===== src/rtl/fletcher_pkg.sv =====
// Shared types for the Fletcher engine arbiter: FSM states, response layout, pointer helper.
// FLETCHER_ARB_GAP_CHECK_EN adds the DRAIN state used to abort packets that contain a gap.
package fletcher_pkg;

    typedef enum logic [2:0] {
        ST_IDLE     = 3'd0,
        ST_ENG_RST  = 3'd1,
        ST_ENG_WARM = 3'd2,
        ST_STREAM   = 3'd3,
        ST_CAPTURE  = 3'd4,
        ST_RESP     = 3'd5
`ifdef FLETCHER_ARB_GAP_CHECK_EN
        ,
        ST_DRAIN    = 3'd6
`endif
    } arb_state_t;

    localparam int DEF_NUM_REQ        = 4;
    localparam int DEF_CHECKSUM_WIDTH = 32;
    localparam int DEF_ID_WIDTH       = $clog2(DEF_NUM_REQ);

    // Response layout at the default configuration; the arbiter sizes its own copy from parameters.
    typedef struct packed {
        logic [DEF_ID_WIDTH-1:0]       id;
        logic [DEF_CHECKSUM_WIDTH-1:0] sum;
        logic [DEF_CHECKSUM_WIDTH-1:0] bytes;
        logic                          err;
    } rsp_t;

    function automatic int rr_next(input int idx, input int n);
        return (idx + 1 == n) ? 0 : idx + 1;
    endfunction

endpackage


===== src/rtl/fletcher_rr_pick.sv =====
// Round-robin picker: rotate requests so ptr lands at bit 0, take the lowest set bit,
// and rotate the winning offset back into an absolute requester index.
module fletcher_rr_pick #(
    parameter int N  = 4,
    parameter int IW = $clog2(N)
) (
    input  logic [N-1:0]  req,
    input  logic [IW-1:0] ptr,
    output logic [IW-1:0] gnt_idx,
    output logic          any
);

    logic [N-1:0]  rot;
    logic [IW-1:0] off;

    always_comb begin
        rot = '0;
        off = '0;
        for (int i = 0; i < N; i++) begin
            rot[i] = req[IW'((i + int'(ptr)) % N)];
        end
        // Descending scan so the lowest rotated position (closest to ptr) wins.
        for (int i = N - 1; i >= 0; i--) begin
            if (rot[i]) begin
                off = IW'(i);
            end
        end
        gnt_idx = IW'((int'(off) + int'(ptr)) % N);
        any     = |req;
    end

endmodule


===== src/rtl/fletcher_arbiter.sv =====
// Shares one Fletcher checksum engine among NUM_REQ requesters, round-robin, one packet at a time.
// Define FLETCHER_ARB_GAP_CHECK_EN to abort (drain + rsp_err_o) packets with a valid gap.
//
// Handshakes: a word moves on a cycle where req_valid_i[k] and req_ready_o[k] are both high;
// a response moves where rsp_valid_o and rsp_ready_i are both high, and rsp_* stay stable until then.
module fletcher_arbiter
    import fletcher_pkg::*;
#(
    parameter int NUM_REQ        = 4,
    parameter int CHECKSUM_WIDTH = 32,
    parameter int DATA_WIDTH     = CHECKSUM_WIDTH / 2,
    parameter int ID_WIDTH       = $clog2(NUM_REQ)
) (
    input  logic                          clock_i,
    input  logic                          reset_i,
    input  logic [NUM_REQ-1:0]            req_valid_i,
    input  logic [NUM_REQ*DATA_WIDTH-1:0] req_data_i,
    input  logic [NUM_REQ-1:0]            req_last_i,
    output logic [NUM_REQ-1:0]            req_ready_o,
    output logic                          rsp_valid_o,
    input  logic                          rsp_ready_i,
    output logic [ID_WIDTH-1:0]           rsp_id_o,
    output logic [CHECKSUM_WIDTH-1:0]     rsp_sum_o,
    output logic [CHECKSUM_WIDTH-1:0]     rsp_bytes_o,
    output logic                          rsp_err_o,
    output logic                          eng_reset_o,
    output logic                          eng_done_o,
    output logic [DATA_WIDTH-1:0]         eng_data_o,
    input  logic [CHECKSUM_WIDTH-1:0]     eng_sum_i,
    input  logic [CHECKSUM_WIDTH-1:0]     eng_bytes_i,
    output arb_state_t                    dbg_state_o
);

    typedef struct packed {
        logic [ID_WIDTH-1:0]       id;
        logic [CHECKSUM_WIDTH-1:0] sum;
        logic [CHECKSUM_WIDTH-1:0] bytes;
`ifdef FLETCHER_ARB_GAP_CHECK_EN
        logic                      err;
`endif
    } rsp_reg_t;

    arb_state_t          state;
    logic [ID_WIDTH-1:0] gnt;
    logic [ID_WIDTH-1:0] ptr;
    logic [ID_WIDTH-1:0] pick_idx;
    logic                pick_any;
    rsp_reg_t            rsp_q;
    logic                rsp_valid_q;

    logic [DATA_WIDTH-1:0] gnt_data;
    logic                  gnt_valid;
    logic                  gnt_last;
    logic                  streaming;

    fletcher_rr_pick #(
        .N  (NUM_REQ),
        .IW (ID_WIDTH)
    ) u_pick (
        .req     (req_valid_i),
        .ptr     (ptr),
        .gnt_idx (pick_idx),
        .any     (pick_any)
    );

    always_comb begin
        gnt_data  = req_data_i[int'(gnt)*DATA_WIDTH +: DATA_WIDTH];
        gnt_valid = req_valid_i[gnt];
        gnt_last  = req_last_i[gnt];
`ifdef FLETCHER_ARB_GAP_CHECK_EN
        streaming = (state == ST_STREAM) || (state == ST_DRAIN);
`else
        streaming = (state == ST_STREAM);
`endif
        req_ready_o = '0;
        if (streaming) begin
            req_ready_o[gnt] = 1'b1;
        end
        // The engine has no enable, so gap cycles must present zero rather than stale data.
        eng_data_o = '0;
        if (state == ST_STREAM && gnt_valid) begin
            eng_data_o = gnt_data;
        end
        eng_done_o  = ((state == ST_STREAM) && gnt_valid && gnt_last) || (state == ST_CAPTURE);
        eng_reset_o = reset_i || (state == ST_ENG_RST);
    end

    always_ff @(posedge clock_i or posedge reset_i) begin
        if (reset_i) begin
            state       <= ST_IDLE;
            gnt         <= '0;
            ptr         <= '0;
            rsp_q       <= '0;
            rsp_valid_q <= 1'b0;
        end else begin
            case (state)
                ST_IDLE: begin
                    if (pick_any) begin
                        gnt   <= pick_idx;
                        state <= ST_ENG_RST;
                    end
                end
                ST_ENG_RST:  state <= ST_ENG_WARM;
                ST_ENG_WARM: state <= ST_STREAM;
                ST_STREAM: begin
`ifdef FLETCHER_ARB_GAP_CHECK_EN
                    if (!gnt_valid) begin
                        state <= ST_DRAIN;
                    end else if (gnt_last) begin
                        state <= ST_CAPTURE;
                    end
`else
                    if (gnt_valid && gnt_last) begin
                        state <= ST_CAPTURE;
                    end
`endif
                end
`ifdef FLETCHER_ARB_GAP_CHECK_EN
                ST_DRAIN: begin
                    if (gnt_valid && gnt_last) begin
                        rsp_q.id    <= gnt;
                        rsp_q.sum   <= '0;
                        rsp_q.bytes <= '0;
                        rsp_q.err   <= 1'b1;
                        rsp_valid_q <= 1'b1;
                        state       <= ST_RESP;
                    end
                end
`endif
                ST_CAPTURE: begin
                    rsp_q.id    <= gnt;
                    rsp_q.sum   <= eng_sum_i;
                    rsp_q.bytes <= eng_bytes_i;
`ifdef FLETCHER_ARB_GAP_CHECK_EN
                    rsp_q.err   <= 1'b0;
`endif
                    rsp_valid_q <= 1'b1;
                    state       <= ST_RESP;
                end
                ST_RESP: begin
                    if (rsp_ready_i) begin
                        rsp_valid_q <= 1'b0;
                        ptr         <= ID_WIDTH'(rr_next(int'(gnt), NUM_REQ));
                        state       <= ST_IDLE;
                    end
                end
                default: state <= ST_IDLE;
            endcase
        end
    end

    assign rsp_valid_o = rsp_valid_q;
    assign rsp_id_o    = rsp_q.id;
    assign rsp_sum_o   = rsp_q.sum;
    assign rsp_bytes_o = rsp_q.bytes;
`ifdef FLETCHER_ARB_GAP_CHECK_EN
    assign rsp_err_o   = rsp_q.err;
`else
    assign rsp_err_o   = 1'b0;
`endif
    assign dbg_state_o = state;

endmodule


===== config.mk =====
export PLATFORM = sky130hd
export DESIGN_NAME = fletcher_arbiter
export DESIGN_NICKNAME = d
export VERILOG_FILES = /design/src/rtl/fletcher_pkg.sv /design/src/rtl/fletcher_rr_pick.sv /design/src/rtl/fletcher_arbiter.sv
export SDC_FILE = /design/constraint.sdc
export NUM_CORES = 1
export LEC_CHECK = 0
export BUFFER_PORTS_ARGS = -buffer_cell sky130_fd_sc_hd__buf_2
export CAP_MARGIN = 20
export CORE_ASPECT_RATIO = 0.7
export CORE_MARGIN = 2
export CORE_UTILIZATION = 46
export DETAILED_ROUTE_END_ITERATION = 12
export PLACE_DENSITY = 0.85
export SKIP_LAST_GASP = 1
export SLEW_MARGIN = 40
export SYNTH_ARGS = -nofsm -noshare
export SYNTH_HDL_FRONTEND = slang
export SYNTH_HIERARCHICAL = 1
export SYNTH_SLANG_ARGS = --single-unit

===== constraint.sdc =====
create_clock -name clock_i -period 6.6 [get_ports clock_i]
set_input_delay 0.99 -clock clock_i [delete_from_list [all_inputs] [get_ports clock_i]]
set_output_delay 0.99 -clock clock_i [all_outputs]
set_load 0.05 [all_outputs]

Word level (Yosys, flattened, before mapping)
Index checks and enable logic that the tools add are counted.
{ "op_classes": {"shift": 1, "mux": 31, "reduce_logical": 13, "n_eq_ne": 9, "magnitude_cmp": 6, "add_sub_neg": 5} }
{ "ops": {"columns": ["op", "n"], "rows": [
  ["64-bit by 7-bit variable part select with 16-bit output", 1],
  ["3-bit case mux with 6 select lines", 1],
  ["2-bit by 4-bit less-than comparator with 1-bit output (second input constant)", 4],
  ["16-bit 2-to-1 mux", 1],
  ["1-bit binary-select mux with 2-bit select", 6],
  ["1-bit 2-to-1 mux", 12],
  ["2-bit 2-to-1 mux", 5],
  ["3-bit == test (second input constant)", 3],
  ["3-bit 2-to-1 mux", 3],
  ["3-bit by 2-bit == test with 1-bit output (second input constant)", 2],
  ["2-bit AND reduction", 3],
  ["2-bit adder (first input constant)", 2],
  ["1-bit logical AND", 4],
  ["4-bit 2-to-1 mux", 1],
  ["2-bit inequality test (second input constant)", 2],
  ["4-bit OR reduction", 1],
  ["2-bit by 1-bit adder with 3-bit output (second input constant)", 1],
  ["3-bit by 1-bit == test with 1-bit output (second input constant)", 1],
  ["3-bit logical NOT", 1],
  ["2-bit by 3-bit less-than comparator with 1-bit output (second input constant)", 1],
  ["3-bit AND reduction", 1],
  ["1-bit by 2-bit adder with 2-bit output (first input constant)", 1],
  ["2-bit adder", 1],
  ["1-bit demux with 2-bit select", 1],
  ["5 further kinds", 6]
]} }
{ "word_totals": {"inputBits": 139, "regBits": 74, "wordCells": 72} }

Depth between registers and ports, before layout
Gate-level depths: netlist (run 1).
{ "depth": {"ltp_word": 9, "depth_mapped": 10} }

Cells and area by module
Netlist (run 1), hierarchy kept.
{ "modules_own_cells": {"columns": ["module", "seq_area_each_um2", "area_per_inst_um2", "cells_per_inst", "instances"], "rows": [
  ["fletcher_arbiter", 1851.8, 3530.9, 234, 1],
  ["fletcher_rr_pick", 0.0, 166.4, 25, 1]
]} }

Worst setup path after synthesis (run 1)
No wires, ideal clock.
{ "synth_path": {"path_type": "input to output", "startpoint": "in reset_i", "endpoint": "out eng_reset_o", "n_path_buf": 0, "slack_ns": 2.158, "t_arrival_ns": 3.452, "path_stages": 2, "cell_sequence": "inv_1 > o31ai_1"} }
{ "synth_between": {"elab_chain_cells": 1} }
{ "synth_lines": {"columns": ["item", "line_no", "text"], "rows": [
  ["start: declaration", "fletcher_arbiter.sv:15", "input logic reset_i,"],
  ["1-bit logical OR", "fletcher_arbiter.sv:85", "eng_reset_o = reset_i || (state == ST_ENG_RST);"],
  ["end: declaration", "fletcher_arbiter.sv:26", "output logic eng_reset_o,"]
]} }
No other way between the ends.

Worst setup path after layout (run 1)
{ "layout_path": {"startpoint": "reg gnt[0]", "endpoint": "out eng_done_o"} }
{ "layout_between": {"elab_chain_cells": 5, "word_cells_on_any_way": 7, "cone_classes": "mux (4); reduce/logical (3)"} }
{ "layout_lines": {"columns": ["item", "line_no", "text"], "rows": [
  ["start: declaration", "fletcher_arbiter.sv:44", "logic [ID_WIDTH-1:0] gnt;"],
  ["start signal: assignment", "fletcher_arbiter.sv:99", "gnt <= pick_idx;"],
  ["1-bit binary-select mux with 2-bit select", "fletcher_arbiter.sv:68", "gnt_valid = req_valid_i[gnt];"],
  ["1-bit 2-to-1 mux (not written as such)", "fletcher_arbiter.sv:68", null],
  ["1-bit logical AND", "fletcher_arbiter.sv:84", "eng_done_o = ((state == ST_STREAM) && gnt_valid && gnt_last) || (state == ST_CAPTURE);"],
  ["1-bit logical AND *", "fletcher_arbiter.sv:84", null],
  ["1-bit logical OR *", "fletcher_arbiter.sv:84", null],
  ["end: declaration", "fletcher_arbiter.sv:27", "output logic eng_done_o,"]
]} }
Every way passes the cells marked *; elsewhere a longest branch is shown, timed or not. The select of a mux whose other input is x is not followed.

==> impl_metrics.ini, run 1 <==
[sta]
worst-slew-pin-transition_ps = 690
maxClockFrequency_mhz = 303
min_period_over_period_pct = 50.0
timing.clock.skew_ps = 7.78
setup_total_negative_slack_ps = 0
timing.max_slew.rel_slack_pct = 54.0
final_hold_viol_count = 0
post-route-min-period_ps = 3300
timing.final.max_slew_violations = 0
timing.final.setup_violations = 0
rsz_0062_raised_after_global_routing = false

[floorplanning]
initial_utilization_pct = 47.2
top_level_ports = 232
dieWidth_um = 111
fp.dieH_um = 79.0
row_count = 27
design.core.area_um2 = 7840
die-area_um2 = 8780

[setup_path]
path_buf_inv = 1
worstPathMaxFanout = 23
critPathTopFamily = multiplexers
crit_chain = mux4_2, nand2_2, o21bai_1, buf_2
r2r_setup_slack_ps = 4650
cp_slowest_stage_delay_ps = 770
end_kind = output port
crit_arrival_ps = 2310
timing.setup.critical_path_class = reg -> out
crit_path_top_delay_cell = mux4_2
worst-endpoint-required_ps = 5610
startpoint_type = register

[cts]
worst_skew_pair.late_latency_ps = 330
cts_max_path_buffers = 2
cts_num_sinks = 74
cells_resized_by_post_cts_repair = 0
post_cts_hold_buffer_count = 0
postCtsSetupBuffers = 0
clk_root_buffer_cell = clkbuf_16
htreeDepth = 3
cts.clk_slew.worst_paths_ps = 50
tritoncts = done
cts_made_buffers = 9

[pwr]
share_seq_of_total_power_pct = 26.9
ir_worst_vdd_mv = 0.425
combPwrFrac_pct = 56.2
cellLeakagePower_uw = 0.00263
internal-power_uw = 1580
power_switching_share_pct = 51.4
switchingPower_uw = 1670
pwr_density_cell_nw_per_um2 = 624
share_clk_of_total_power_pct = 16.9

[final_layout]
post_route_cells_drive_above_1_share_pct = 64.5
antenna-diode-count = 0
design_area_um2 = 5220
final-instance-count-excl-fill = 588
area.growth.synth_to_final_pct = 41.1
final_net_count = 627

[route]
route.antenna.remaining_nets = 0
via_count = 3067
detail_route.wirelength_um = 9670
drt_pass1_iterations = 4
route.detailed.wl_per_inst_um = 16.4
iter_0_drt_violations = 125
drc = 0
drt-vias-per-instance = 5.22

[synth]
commonest_cells_post_synth = dfrtp_1 (74), mux2_2 (49), mux2_1 (18)
synth-seq-area-share_pct = 50.1
synth-async-reset-ratio_pct = 100
synth_edf_count = 0
ys_top_cells_by_area = dfrtp_1 (50%), mux2_2 (15%), mux4_1 (6.4%), mux2_1 (5.5%), mux4_2 (5.5%)
netlist_area_um2 = 3700
synth.lib_cells_used.distinct = 42
yosysTopAreaCell = dfrtp_1
synthesis.nets = 403
post-synth-top-count-cell = dfrtp_1
synth-seq-cells = 74
post_synth_inst_count = 259
yosys_warnings = 6
area_share_of_the_largest_cell_type_after_synthesis_pct = 50.1
syn_avg_cell_area_um2 = 14.3
synth-main-ff-cell = dfrtp_1

[job]
max_cap_viol_count = 0

[global_routing]
globalRouteTotalUtil_pct = 22.5
grt_pass1_wl_um = 15500
grt_antenna_before_repair = 0
first_global_vias = 3143
maximum_number_of_pins_on_one_net_before_global_route_repair = 68
grt.overflow.total = 0

[outcome]
status = completed

[place]
dpl.cell_count = 573
gpl_wtd_cong = 0.804
dpl-instance-area_um2 = 4870
io_buffers = 230
sum_of_net_half_perimeters_after_detailed_placement_um = 7430

[hold_path]
min-delay-path-class = reg -> reg
-- layout make-up --
cell class,count,area (um2)
fillers,615,2620
clock buffers,9,225
clock inverters,6,115
multi-input cells,161,1700
inverters,5,21.3
well taps,101,126
repair buffers,232,1170
flip-flops and latches,74,1850
-- sequential cells by signal, indices dropped and copies added, names as in the netlist --
register / count
ptr: 2
dbg_state_o: 3
rsp_id_o: 2
gnt: 2
rsp_sum_o: 32
rsp_bytes_o: 32
rsp_valid_o: 1
-- cells in the final DEF (no fill, tap or decap), types with 5 or more instances in the layout --
cell type / n
nor2_1: 6
mux2_2: 49
ha_1: 5
dfrtp_1: 72
nand2_1: 10
buf_2: 230
mux4_1: 9
mux2_1: 18
clkbuf_16: 9
and3_1: 16
mux4_2: 9
and2_1: 5
-- through the flow --
step	util, %	total power (uW)	setup WS (ps)	hold slack, ps
after CTS	66.5	3280	3260	478
after global placement	62.1	2660	3350	456
after detailed placement	62.1	2720	3380	465
after floorplan	-	2290	2160	474
final	66.6	3260	3300	475
after global routing	66.6	3410	3180	493
-- power groups by stage --
stage	combinational, uW	sequential (uW)	clock (uW)
after floorplan	712	1580	0
after global placement	1800	858	0
after detailed placement	1840	879	0
after CTS	1840	879	564
after global routing	1910	915	585
final	1830	877	549
-- cell families (layout without fill, tap and decap cells) --
logic type	count (synthesis)	count (layout)	synth area share, %
xor+xnor	2	2	0.474
other cells	1	1	0.101
compound gates	18	18	3.52
flops	74	74	50.1
buf+inv	24	252	3.89
simple gates	49	49	7.55
mux	86	86	32.7
fa+ha+maj	5	5	1.69
-- routing by layer --
| metal | share of wire (%) | vias up | GRT usage, % |
|---|---|---|---|
| met2 | 51 | 137 | 37.9 |
| met1 | 38 | 1492 | 26.8 |
| met4 | 2.9 | 0 | 9.01 |
| met3 | 8.0 | 31 | 7.94 |
| met5 | 0 | - | 0 |
| li1 | - | 1407 | - |
-- final timing paths --
| check | from | to | cells past startpoint |
|---|---|---|---|
| hold reg to reg | rsp_valid_o | rsp_valid_o | 1 |
| max in group asynchronous | reset_i | gnt[1] | 3 |
| setup reg to reg | gnt[0] | dbg_state_o[0] | 3 |
| min in group asynchronous | reset_i | rsp_sum_o[11] | 2 |
| setup / recovery | gnt[0] | eng_done_o | 4 |
| hold / removal | rsp_valid_o | rsp_valid_o | 1 |
(Power assumes the default switching activity.)
==> run 2: changes to the inputs <==
--- a/config.mk
+++ b/config.mk
@@ -9,9 +9,9 @@
 export CAP_MARGIN = 20
 export CORE_ASPECT_RATIO = 0.7
 export CORE_MARGIN = 2
-export CORE_UTILIZATION = 46
+export CORE_UTILIZATION = 43
 export DETAILED_ROUTE_END_ITERATION = 12
-export PLACE_DENSITY = 0.85
+export PLACE_DENSITY = 0.81
 export SKIP_LAST_GASP = 1
 export SLEW_MARGIN = 40
 export SYNTH_ARGS = -nofsm -noshare
==> constraint.sdc (replaced) <==
create_clock -name clock_i -period 3.3 [get_ports clock_i]
set_input_delay 0.495 -clock clock_i [delete_from_list [all_inputs] [get_ports clock_i]]
set_output_delay 0.495 -clock clock_i [all_outputs]
set_load 0.05 [all_outputs]
==> run 2 against run 1 <==
Against the previous run: final cell count up 1.0%; first-iteration DRC count rose by 26%; total power increased by 94%; sequential power is 95% higher; critical endpoint is now eng_data_o[5].
==> impl_metrics.ini, run 2 (synthesis results as in run 1) <==
[cts]
clk_root_buffer_cell = clkbuf_16
worst_skew_pair.late_latency_ps = 330
cells_resized_by_post_cts_repair = 0
cts.clk_slew.worst_paths_ps = 60
tritoncts = done
htreeDepth = 3
cts_num_sinks = 74
postCtsSetupBuffers = 0
cts_max_path_buffers = 2
cts_made_buffers = 9
post_cts_hold_buffer_count = 0

[global_routing]
globalRouteTotalUtil_pct = 21.5
grt_pass1_wl_um = 15100
grt.overflow.total = 0
grt_antenna_before_repair = 1
maximum_number_of_pins_on_one_net_before_global_route_repair = 75
first_global_vias = 3024

[pwr]
switchingPower_uw = 3360
ir_worst_vdd_mv = 0.792
share_clk_of_total_power_pct = 14.5
cellLeakagePower_uw = 0.00261
internal-power_uw = 2970
pwr_density_cell_nw_per_um2 = 1220
power_switching_share_pct = 53.1
share_seq_of_total_power_pct = 27.1
post-layout-total-power_uw = 6330
combPwrFrac_pct = 58.4

[setup_path]
critPathTopFamily = multiplexers
worstReg2RegEnd = rsp_id_o[1]
worstPathMaxFanout = 16
worst-endpoint-required_ps = 2800
crit_chain = buf_4, mux4_1, and3_1, buf_2
path_buf_inv = 2
startpoint_type = register
worstRegToRegCells = 4
crit_path_top_delay_cell = mux4_1
end_kind = output port
r2r_setup_slack_ps = 1440
cp_slowest_stage_delay_ps = 590
crit_arrival_ps = 2250
timing.rr.start = dbg_state_o[2]
timing.setup.critical_path_class = reg -> out

[sta]
post-route-min-period_ps = 2750
final_hold_viol_count = 0
timing.final.max_slew_violations = 0
maxClockFrequency_mhz = 364
layout_setup_ws_ps = 552
timing.final.setup_violations = 0
setup_total_negative_slack_ps = 0
worst-slew-pin-transition_ps = 673
min_period_over_period_pct = 83.3
timing.clock.skew_ps = 8.83
timing.max_slew.rel_slack_pct = 55.1
rsz_0062_raised_after_global_routing = false

[place]
gpl_wtd_cong = 0.875
sum_of_net_half_perimeters_after_detailed_placement_um = 7770
io_buffers = 230
dpl.cell_count = 578
dp_slack_ps = 819

[final_layout]
layout_common_cells = buf_2 (230), dfrtp_1 (73), mux2_2 (49)
final-instance-count-excl-fill = 594
area.growth.synth_to_final_pct = 40.1
post_route_cells_drive_above_1_share_pct = 64.4
antenna-diode-count = 0
final_net_count = 628
layout.cells.most_common = buf_2
utilization_after_layout_pct = 61.6
nFillCells = 704

[hold_path]
worst_hold_path.endpoint = rsp_sum_o[30]
holdPathStages = 2
min-delay-path-class = in -> reg
min-delay-start = eng_sum_i[30]

[route]
drt-vias-per-instance = 5.15
drc = 0
iter_0_drt_violations = 158
top_signal_layer_used = met5
via_count = 3058
route.detailed.wl_per_inst_um = 17.1
met2_wirelength_um = 4800
wl_met3_um = 861
route.antenna.remaining_nets = 0
m1WireLength_um = 4240
detail_route.wirelength_um = 10100
drt_pass1_iterations = 4

[floorplanning]
fp.dieH_um = 81.6
dieWidth_um = 115
initial_utilization_pct = 44.0
row_count = 28
die-area_um2 = 9370
top_level_ports = 232
design.core.area_um2 = 8410

[job]
max_cap_viol_count = 0

[outcome]
status = completed
==> run 2: cell types whose count changed in the layout (fill, tap and decap cells not counted), sizes merged <==
cell and delta:
buf +1, clkbuf +1, bufinv -3, clkinvlp +3
==> run 2: routing by layer <==
| metal | GRT usage, % | vias to the layer above |
|---|---|---|
| li1 | - | 1409 |
| met1 | 25.8 | 1493 |
| met2 | 34.5 | 132 |
| met3 | 9.08 | 22 |
| met4 | 9.04 | 2 |
| met5 | 0 | - |
==> run 2: worst max-delay path by stage <==
stage	start	to	slack, ps	cells past startpoint
finish	gnt[0]	eng_data_o[5]	550	4
global route	gnt[0]	eng_data_o[5]	410	4
CTS	gnt[1]	eng_done_o	470	4
detailed placement	gnt[1]	eng_done_o	820	4
global placement	dbg_state_o[0]	eng_data_o[10]	890	4
floorplan	reset_i	eng_reset_o	480	2
==> run 2: area by class of cell <==
cell class | instances | area [um2] | share of cell area [%]
Sequential cell | 74 | 1850 | 35.8
Timing Repair Buffer | 233 | 1180 | 22.8
Inverter | 5 | 22.5 | 0.435
Multi-Input combinational cell | 161 | 1700 | 32.9
Clock inverter | 6 | 48.8 | 0.942
Tap cell | 105 | 131 | 2.54
Clock buffer | 10 | 239 | 4.61
==> run 2: power by group through the flow <==
stage               Sequential, uW  Clock, uW  Combinational [uW]
detailed placement            1720          0                3720
floorplan                     3160          0                1420
CTS                           1720        943                3730
finish                        1710        918                3700
global route                  1780        991                3880
global placement              1670          0                3650
==> run 2: worst register-to-register path, cell delays in order, from the launching register on <==
cell	delay (ps)
dfrtp_1	540
inv_2	110
nor3_4	140
buf_6	470
mux2_2	490
==> run 2: through the flow <==
stage	hold WS, ps	area (um2)
detailed placement	469	4890
floorplan	474	3700
CTS	373	5170
global placement	458	4880
global route	372	5180
finish	385	5180
==> run 3: changes to the inputs <==
==> constraint.sdc (replaced) <==
create_clock -name clock_i -period 2.6 [get_ports clock_i]
set_input_delay 0.39 -clock clock_i [delete_from_list [all_inputs] [get_ports clock_i]]
set_output_delay 0.39 -clock clock_i [all_outputs]
set_load 0.05 [all_outputs]
==> run 3 against run 2 <==
Against the previous run: sequential power up 25%; final cell count up 0.51%; sequential cell count stayed put; clock power up 34%; global-route usage grew 0.40 points; via count increased by 1.5%; worst setup slack worse by 390 ps.
==> impl_metrics.ini, run 3 (synthesis results as in run 1) <==
[job]
max_cap_viol_count = 0

[place]
gpl_wtd_cong = 0.884
dpl-instance-area_um2 = 4910
sum_of_net_half_perimeters_after_detailed_placement_um = 7940
io_buffers = 230

[setup_path]
crit_arrival_ps = 2040
startpoint_type = register
worst-endpoint-required_ps = 2210
crit_chain = buf_4, mux4_1, and3_1, buf_2
worstPathMaxFanout = 22
critPathTopFamily = multiplexers
end_kind = output port
crit_path_top_delay_cell = mux4_1
path_buf_inv = 2
timing.setup.critical_path_class = reg -> out
cp_slowest_stage_delay_ps = 620

[sta]
post-route-min-period_ps = 2430
rsz_0062_raised_after_global_routing = false
maxClockFrequency_mhz = 411
timing.clock.skew_ps = 5.22
finalHoldWorstSlack_ps = 278
timing.final.setup_violations = 0
timing.max_slew.rel_slack_pct = 56.5
worst-slew-pin-transition_ps = 653
timing.final.max_slew_violations = 0
min_period_over_period_pct = 93.6
setup_total_negative_slack_ps = 0
final_hold_viol_count = 0

[pwr]
ir_worst_vdd_mv = 1.04
pwr_density_cell_nw_per_um2 = 1560
switchingPower_uw = 4280
internal-power_uw = 3860
power_switching_share_pct = 52.6
combPwrFrac_pct = 58.7
post-layout-total-power_uw = 8130
share_clk_of_total_power_pct = 15.2
share_seq_of_total_power_pct = 26.1
cellLeakagePower_uw = 0.00263

[route]
via_count = 3103
route.antenna.remaining_nets = 0
iter_0_drt_violations = 196
drc = 0
route.detailed.wl_per_inst_um = 17.0
drt_pass1_iterations = 6
detail_route.wirelength_um = 10200
drt-vias-per-instance = 5.20

[cts]
worst_skew_pair.late_latency_ps = 330
cells_resized_by_post_cts_repair = 0
postCtsSetupBuffers = 0
cts.clk_slew.worst_paths_ps = 60
post_cts_hold_buffer_count = 0
tritoncts = done
htreeDepth = 3
clk_root_buffer_cell = clkbuf_16
cts_max_path_buffers = 2
cts_num_sinks = 74
cts_made_buffers = 9

[final_layout]
antenna-diode-count = 0
nFillCells = 684
post_route_cells_drive_above_1_share_pct = 64.4
area.growth.synth_to_final_pct = 41.0
regArea_um2 = 1850
layout_common_cells = buf_2 (230), dfrtp_1 (74), mux2_2 (49)
final_net_count = 631
design_area_um2 = 5210
layout.cells.most_common = buf_2
area_of_the_multi_input_gates_um2 = 1710

[floorplanning]
fp.dieH_um = 81.6
dieWidth_um = 115
design.core.area_um2 = 8410
row_count = 28
initial_utilization_pct = 44.0
die-area_um2 = 9370
top_level_ports = 232

[global_routing]
grt_pass1_wl_um = 15700
grt_antenna_before_repair = 0
maximum_number_of_pins_on_one_net_before_global_route_repair = 75
grt.overflow.total = 0
globalRouteTotalUtil_pct = 21.9
first_global_vias = 3200

[hold_path]
min-delay-path-class = in -> reg

[outcome]
status = completed
==> run 3: cell types whose count changed in the layout (fill, tap and decap cells not counted), sizes merged <==
cell	before	now
buf	233	236
bufinv	0	1
clkinv	1	2
clkinvlp	4	3
clkbuf	10	9
==> run 3: worst register-to-register path, stage by stage, from the launching register on <==
cell,delay (ps)
dfrtp_1,490
nand2_1,110
a21oi_1,170
o2bb2ai_1,90
o21a_1,180
ha_1,190
xnor2_1,130
xnor2_1,140
nand2_1,60
o21ai_0,70
==> run 3: stage by stage <==
stage	utilization, %	worst slack [ps]	cells
3_5_place_dp	58.4	501	581
5_1_grt	62.0	60.2	597
6_report	62.0	165	597
4_1_cts	62.0	142	597
2_1_floorplan	-	182	259
3_3_place_gp	58.4	560	581
==> run 3: metal layers <==
layer | vias to the layer above | wire (um) | track usage, %
met5 | - | 0 | 0
met4 | 0 | 154 | 7.11
met3 | 17 | 963 | 9.23
met2 | 156 | 5090 | 36.3
met1 | 1517 | 3960 | 26.2
li1 | 1413 | - | -
==> run 3: path summary, 6_finish.rpt <==
path	depth (start not counted)	slack, ps	startpoint	end
worst max-delay path	4	170	gnt[0]	eng_data_o[0]
worst min-delay path	2	280	eng_bytes_i[6]	rsp_bytes_o[6]
worst max register to register	9	830	ptr[1]	gnt[1]
worst min register to register	1	480	rsp_sum_o[25]	rsp_sum_o[25]
max in group asynchronous	3	1840	reset_i	dbg_state_o[1]
min in group asynchronous	3	310	reset_i	rsp_sum_o[26]
==> run 3: layout make-up <==
type	instances	share of cell area [%]
tap	105	2.52
clock buffer	9	4.32
sequential	74	35.5
timing repair buffer	236	23.0
inverter	5	0.432
multi-input combinational	161	32.7
clock inverter	7	1.46
==> run 3: power groups by stage <==
stage          clock network (uW)  logic [uW]  registers, uW
3_3_place_gp                    0        4700           2090
6_report                     1230        4770           2130
5_1_grt                      1310        4990           2220
2_1_floorplan                   0        1810           4010
4_1_cts                      1270        4800           2130
3_5_place_dp                    0        4790           2130
